File: config.mk
export PLATFORM = sky130hd
export DESIGN_NAME = motor_pwm_controller
export DESIGN_NICKNAME = d
export VERILOG_FILES = /design/src/rtl/motor_pkg.sv /design/src/rtl/motor_channel.sv /design/src/rtl/motor_pwm_controller.sv
export SDC_FILE = /design/constraint.sdc
export NUM_CORES = 1
export LEC_CHECK = 0
export CORE_MARGIN = 10
export CORE_UTILIZATION = 60
export DETAILED_ROUTE_END_ITERATION = 12
export PLACE_DENSITY = 0.91
export RECOVER_POWER = 25
export SKIP_LAST_GASP = 1
export SYNTH_ARGS = -nofsm -noshare
export SYNTH_HDL_FRONTEND = slang
export SYNTH_HIERARCHICAL = 1
export SYNTH_SLANG_ARGS = --single-unit
File: constraint.sdc
create_clock -name CLK -period 3.7 [get_ports CLK]
set_input_delay 0.74 -clock CLK [delete_from_list [all_inputs] [get_ports CLK]]
set_output_delay 0.74 -clock CLK [all_outputs]
set_load 0.03 [all_outputs]
File: src/rtl/motor_pkg.sv
// Shared types and helpers for the multi-channel motor PWM controller.
package motor_pkg;

  typedef enum logic [1:0] {
    CH_IDLE,
    CH_RUN,
    CH_DEAD
  } ch_state_t;

  // LSB position of a channel's duty slice in the packed DUTY bus.
  function automatic int unsigned duty_lsb(input int unsigned ch, input int unsigned width);
    return ch * width;
  endfunction

endpackage

File: src/rtl/motor_channel.sv
// One H-bridge channel: run/dead/idle FSM, dead-time counter, duty latch and
// registered bridge outputs driven from the shared PWM counter.
module motor_channel
  import motor_pkg::*;
#(
  parameter int unsigned     PWM_BITS  = 8,
  parameter int unsigned     DT_W      = 27,
  parameter logic [DT_W-1:0] DEAD_TIME = 27'd124999999
) (
  input  logic                clk,
  input  logic                rst,
  input  logic                wrap,
  input  logic [PWM_BITS-1:0] cnt,
  input  logic [PWM_BITS-1:0] duty,
  input  logic                dir_req,
  input  logic                en_req,
  output logic                motor_dir,
  output logic                motor_en,
  output logic                busy
);

  ch_state_t           state;
  logic [DT_W-1:0]     dead_cnt;
  logic [PWM_BITS-1:0] duty_lat;
  logic [PWM_BITS-1:0] duty_eff;
  logic                pwm_on;

  // wrap marks the first slot of a period; that slot already uses the duty
  // being latched on the same edge so the whole period sees one duty value.
  always_comb begin
    duty_eff = wrap ? duty : duty_lat;
    pwm_on   = (cnt < duty_eff);
  end

  always_ff @(posedge clk) begin
    if (!rst) begin
      state     <= CH_IDLE;
      dead_cnt  <= '0;
      duty_lat  <= '0;
      motor_dir <= 1'b0;
      motor_en  <= 1'b0;
      busy      <= 1'b0;
    end else begin
      if (wrap) duty_lat <= duty;
      unique case (state)
        CH_IDLE: begin
          motor_en <= 1'b0;
          if (en_req) begin
            state     <= CH_RUN;
            motor_dir <= dir_req;
            motor_en  <= pwm_on;
          end
        end
        CH_RUN: begin
          if (!en_req || (dir_req != motor_dir)) begin
            state    <= CH_DEAD;
            dead_cnt <= DEAD_TIME;
            motor_en <= 1'b0;
            busy     <= 1'b1;
          end else begin
            motor_en <= pwm_on;
          end
        end
        CH_DEAD: begin
          motor_en <= 1'b0;
          if (dead_cnt == '0) begin
            busy <= 1'b0;
            if (en_req) begin
              state     <= CH_RUN;
              motor_dir <= dir_req;
              motor_en  <= pwm_on;
            end else begin
              state <= CH_IDLE;
            end
          end else begin
            dead_cnt <= dead_cnt - DT_W'(1);
          end
        end
        default: state <= CH_IDLE;
      endcase
    end
  end

endmodule

File: src/rtl/motor_pwm_controller.sv
// Multi-channel DC motor driver: one shared PWM counter feeding N_CH
// independent dead-time protected H-bridge channels.
module motor_pwm_controller
  import motor_pkg::*;
#(
  parameter int unsigned     N_CH      = 2,
  parameter int unsigned     PWM_BITS  = 8,
  parameter int unsigned     DT_W      = 27,
  parameter logic [DT_W-1:0] DEAD_TIME = 27'd124999999
) (
  input  logic                     CLK,
  input  logic                     RST,
  input  logic [N_CH-1:0]          DIR_REQ,
  input  logic [N_CH-1:0]          EN_REQ,
  input  logic [N_CH*PWM_BITS-1:0] DUTY,
  output logic [N_CH-1:0]          MOTOR_DIR,
  output logic [N_CH-1:0]          MOTOR_EN,
  output logic [N_CH-1:0]          BUSY
);

  // Period is 2^PWM_BITS-1 clocks so an all-ones duty means 100 %.
  localparam logic [PWM_BITS-1:0] CNT_LAST = {{(PWM_BITS-1){1'b1}}, 1'b0};

  logic [PWM_BITS-1:0] cnt;
  logic                wrap;

  always_ff @(posedge CLK) begin
    if (!RST) begin
      cnt <= '0;
    end else if (cnt == CNT_LAST) begin
      cnt <= '0;
    end else begin
      cnt <= cnt + PWM_BITS'(1);
    end
  end

  always_comb wrap = (cnt == '0);

  for (genvar i = 0; i < N_CH; i++) begin : g_ch
    motor_channel #(
      .PWM_BITS (PWM_BITS),
      .DT_W     (DT_W),
      .DEAD_TIME(DEAD_TIME)
    ) u_ch (
      .clk      (CLK),
      .rst      (RST),
      .wrap     (wrap),
      .cnt      (cnt),
      .duty     (DUTY[duty_lsb(i, PWM_BITS) +: PWM_BITS]),
      .dir_req  (DIR_REQ[i]),
      .en_req   (EN_REQ[i]),
      .motor_dir(MOTOR_DIR[i]),
      .motor_en (MOTOR_EN[i]),
      .busy     (BUSY[i])
    );
  end

endmodule

==> results.md <==
- The run finished with clean final reports.
- The placer's final routability congestion estimate is 0.876.
- The core region is 8130 um^2.
- The synthesized area per cell is 8.63 um^2.
- Entering global routing, the biggest net connects 19 pins.
- In this run the horizontal extent of the chip is 111 um.
- The area growth from synthesis to layout is 11.9%.
- The count of hold buffers inserted by post-cts repair is 0.
- After routing, the total negative slack on setup checks comes to 0 ns.
- The clock edge transition at the registers on the reported setup and hold paths is 0.10 ns.
- The final-report setup violation count is 0.
- The net count after synthesis is 628.
- Counting flops and latches in the post-synthesis netlist gives 88.
- The highest fanout seen on the critical path is 10.
- The initial utilization of the core area, before any placement, comes to 0.608.
- The number of max-cap violations is 0.
- Gates resized during post-CTS repair numbered 0.
- The largest area contributor in the synthesized netlist is sky130_fd_sc_hd__dfxtp_1.
- For this design the top-level I/O count stands at 28.
- The placed cell count is 693.
- Of the cells placed in the final design, the portion with a size suffix greater than 1 is 0.0679.
- The core occupancy in the finished layout is 0.681.
- Yosys instantiated no cell more often than sky130_fd_sc_hd__dfxtp_1.
- By area the synthesized netlist is led by sky130_fd_sc_hd__dfxtp_1, sky130_fd_sc_hd__ha_1, sky130_fd_sc_hd__nor2_1.
- The count of pins over their slew limit was 0.
- The overall power consumption is 4.92 mW.
- Counting along the longest clock path gives a buffer depth of 2.
- The number of vias in the routed layout is 4,675.
- In this run the cell area measured after placement is 5350 um^2.
- The number of H-tree branching levels is 3.
- The maximum clock frequency is 314 MHz.
- Across the routed clock network, the largest skew measured is 0.0214 ns.
- The detailed placer's ending HPWL is 8.60 mm.
- The number of enable-type register cells in the synthesized netlist is 0.
- The share of synthesized area in the top cell type comes to 0.356.
- The min-delay analysis places its worst path in the category reg2reg.
- The initial antenna violation count came to 0.
- The Yosys warning count is 6.
- The first global-routing pass estimated 20.8 mm of wire.
- The share of the yosys chip area belonging to registers is 0.356.
- The gate count of the mapped netlist is 573.
- STA classifies the critical path startpoint as a register.
- The worst setup path is captured at a register.
- Before antenna repair, the detailed router went through 5 iterations.
- The power density over cell area is 888 nW/um^2.
- After detailed routing, the number of remaining DRC violations is 0.
- The number of post-CTS setup repair buffers is 0.
- The area of the die is 12,300 um^2.
- The clock sink total is 88.
- The clock latency at the later pin of the worst-skew pair is 0.37 ns.
- The proportion of synthesized flip-flops having asynchronous set or reset is 0.
- The floorplan has 33 rows.
- Setup slack closes at 0.512 ns.
- Ranked by instance count, the synthesized netlist is headed by sky130_fd_sc_hd__dfxtp_1, sky130_fd_sc_hd__nor2_1, sky130_fd_sc_hd__a21oi_1, sky130_fd_sc_hd__ha_1, sky130_fd_sc_hd__nand2_1.
- Setup repair after global routing left no endpoint under its margin.
- The final routed wire length divided by cell count is 17.2 um.
- For the pin with the worst max-slew slack, the measured transition is 0.818 ns.
- The dominant register cell in the synthesized netlist is sky130_fd_sc_hd__dfxtp_1.
- The count of cells in the finished layout, fillers not included, comes to 709.
- The TritonCTS clock tree is done.
- The number of failing hold endpoints at the final stage came to 0.
- The ratio of final minimum period to clock period is 0.862.
- In this run, the number of DRC markers left after iteration 0 of detailed routing was 308.
- The number of global-route vias before repair is 4,483.
- Summing every instance area after synthesis gives 4950 um^2.
- The leakage power summed over all cells is 2.15 nW.
- Counting the buffers created by CTS gives 9.
- The post-placement worst setup slack is 0.745 ns.
- The antenna violation net count after detailed routing is 0.
- In the final design database the tool counted 654 nets.
- The distinct cell type count after synthesis is 55.
- Across every metal layer, demand over resource in global routing totals 0.192.
- The worst path required time is 4.01 ns.
- The height of the chip is 111 um.
- The leftover overflow at the end of global routing is 0.
- In this run the tool buffered the top-level ports with 27 buffer cells.
- The final routed wirelength across all metal layers is 12.2 mm.
- The worst-case IR drop observed on VDD is 0.000547 V.
- Data arrives at the worst endpoint at 3.50 ns.
- The cell at the root of the clock tree is sky130_fd_sc_hd__clkbuf_8.
- The post-route minimum period is 3.19 ns.
- The number of antenna diodes in the final layout is 0.
- The worst slew margin relative to its limit is 0.450.
- The vias per cell is 6.59.
- The finished cells cover 5540 um^2.
- The worst setup path is of the reg2reg kind.
- The register-to-register path setup slack is 0.51 ns.
- Final hold analysis gives a worst-case slack of 0.483 ns.
==> flip-flops by register name (all words and copies together) (netlist names) <==
register	cells
cnt	8
g_ch.u_ch/busy	2
g_ch.u_ch/dead_cnt	54
g_ch.u_ch/duty_lat	16
g_ch.u_ch/motor_dir	2
g_ch.u_ch/motor_en	2
g_ch.u_ch/state	4
==> critical path: stages, from the launching register on <==
cell and delay [ns]:
sky130_fd_sc_hd__dfxtp_1 0.42, sky130_fd_sc_hd__inv_1 0.12, sky130_fd_sc_hd__ha_1 0.14, sky130_fd_sc_hd__or4b_1 0.48
sky130_fd_sc_hd__nor4_4 0.17, sky130_fd_sc_hd__clkbuf_1 0.53, sky130_fd_sc_hd__mux2i_1 0.32, sky130_fd_sc_hd__ha_1 0.28
sky130_fd_sc_hd__a21oi_1 0.18, sky130_fd_sc_hd__a21oi_1 0.09, sky130_fd_sc_hd__o21ai_0 0.24, sky130_fd_sc_hd__a32o_1 0.15
==> placed cells by master (no fill, tap or decap), types with 4 or more instances in the layout <==
| cell type | Yosys | final |
|---|---|---|
| sky130_fd_sc_hd__dfxtp_1 | 88 | 88 |
| sky130_fd_sc_hd__nor2_1 | 62 | 62 |
| sky130_fd_sc_hd__a21oi_1 | 37 | 37 |
| sky130_fd_sc_hd__ha_1 | 33 | 33 |
| sky130_fd_sc_hd__nand2_1 | 28 | 28 |
| sky130_fd_sc_hd__or3_1 | 26 | 26 |
| sky130_fd_sc_hd__inv_1 | 24 | 24 |
| sky130_fd_sc_hd__clkdlybuf4s50_1 | 0 | 22 |
| sky130_fd_sc_hd__mux2i_1 | 20 | 20 |
| sky130_fd_sc_hd__o21ai_0 | 18 | 19 |
| sky130_fd_sc_hd__nor3_1 | 18 | 18 |
| sky130_fd_sc_hd__nand3_1 | 14 | 14 |
| sky130_fd_sc_hd__or4_1 | 14 | 14 |
| sky130_fd_sc_hd__o21ai_1 | 13 | 12 |
| sky130_fd_sc_hd__a31oi_1 | 11 | 11 |
| sky130_fd_sc_hd__nor4_1 | 11 | 11 |
| sky130_fd_sc_hd__o2111ai_1 | 10 | 10 |
| sky130_fd_sc_hd__nand4_1 | 9 | 9 |
| sky130_fd_sc_hd__xor2_1 | 9 | 9 |
| sky130_fd_sc_hd__clkbuf_8 | 0 | 9 |
| sky130_fd_sc_hd__a211oi_1 | 8 | 8 |
| sky130_fd_sc_hd__buf_4 | 0 | 7 |
| sky130_fd_sc_hd__or4_4 | 6 | 6 |
| sky130_fd_sc_hd__o211ai_1 | 6 | 6 |
| sky130_fd_sc_hd__a2111oi_0 | 6 | 6 |
| sky130_fd_sc_hd__o41ai_1 | 6 | 6 |
| sky130_fd_sc_hd__xnor2_1 | 5 | 5 |
| sky130_fd_sc_hd__nor3b_1 | 5 | 5 |
| sky130_fd_sc_hd__a41oi_1 | 5 | 5 |
| sky130_fd_sc_hd__dlygate4sd3_1 | 0 | 5 |
| sky130_fd_sc_hd__or2_2 | 4 | 4 |
| sky130_fd_sc_hd__and4_1 | 4 | 4 |
| sky130_fd_sc_hd__o31ai_1 | 4 | 4 |
==> layout make-up <==
type                            instances  area [um^2]
Tap cell                              105          131
Sequential cell                        88         1760
Clock buffer                            9          124
Clock inverter                          7         76.3
Timing Repair Buffer                   37          334
Inverter                               24         90.1
Multi-Input combinational cell        439         3020
Fill cell                             616         2600
==> cells by family after synthesis <==
logic type / synth area share
fa+ha+maj: 0.0835
xor+xnor: 0.0248
mux: 0.0405
simple gates: 0.244
compound gates: 0.216
buf+inv: 0.0354
flops: 0.356
==> power breakdown <==
part | switching, mW | leakage, nW | internal [mW]
sequential | 0.323 | 0.722 | 1.23
clock | 0.376 | 0.0966 | 0.318
combinational | 1.64 | 1.33 | 1.03
==> per-layer routing <==
metal	up-vias	track usage	share of wire
li1	2246	-	-
met1	2222	0.238	0.43
met2	185	0.320	0.50
met3	22	0.0422	0.056
met4	0	0.0668	0.014
met5	-	0	0
==> worst paths after layout <==
path / startpoint / end / cells after the start
worst max-delay path: cnt[0] / g_ch[1].u_ch/motor_en / 11
worst min-delay path: g_ch[0].u_ch/busy / g_ch[0].u_ch/busy / 2
worst min register to register: g_ch[0].u_ch/busy / g_ch[0].u_ch/busy / 2
worst max register to register: cnt[0] / g_ch[1].u_ch/motor_en / 11
(Power assumes the default switching activity.)
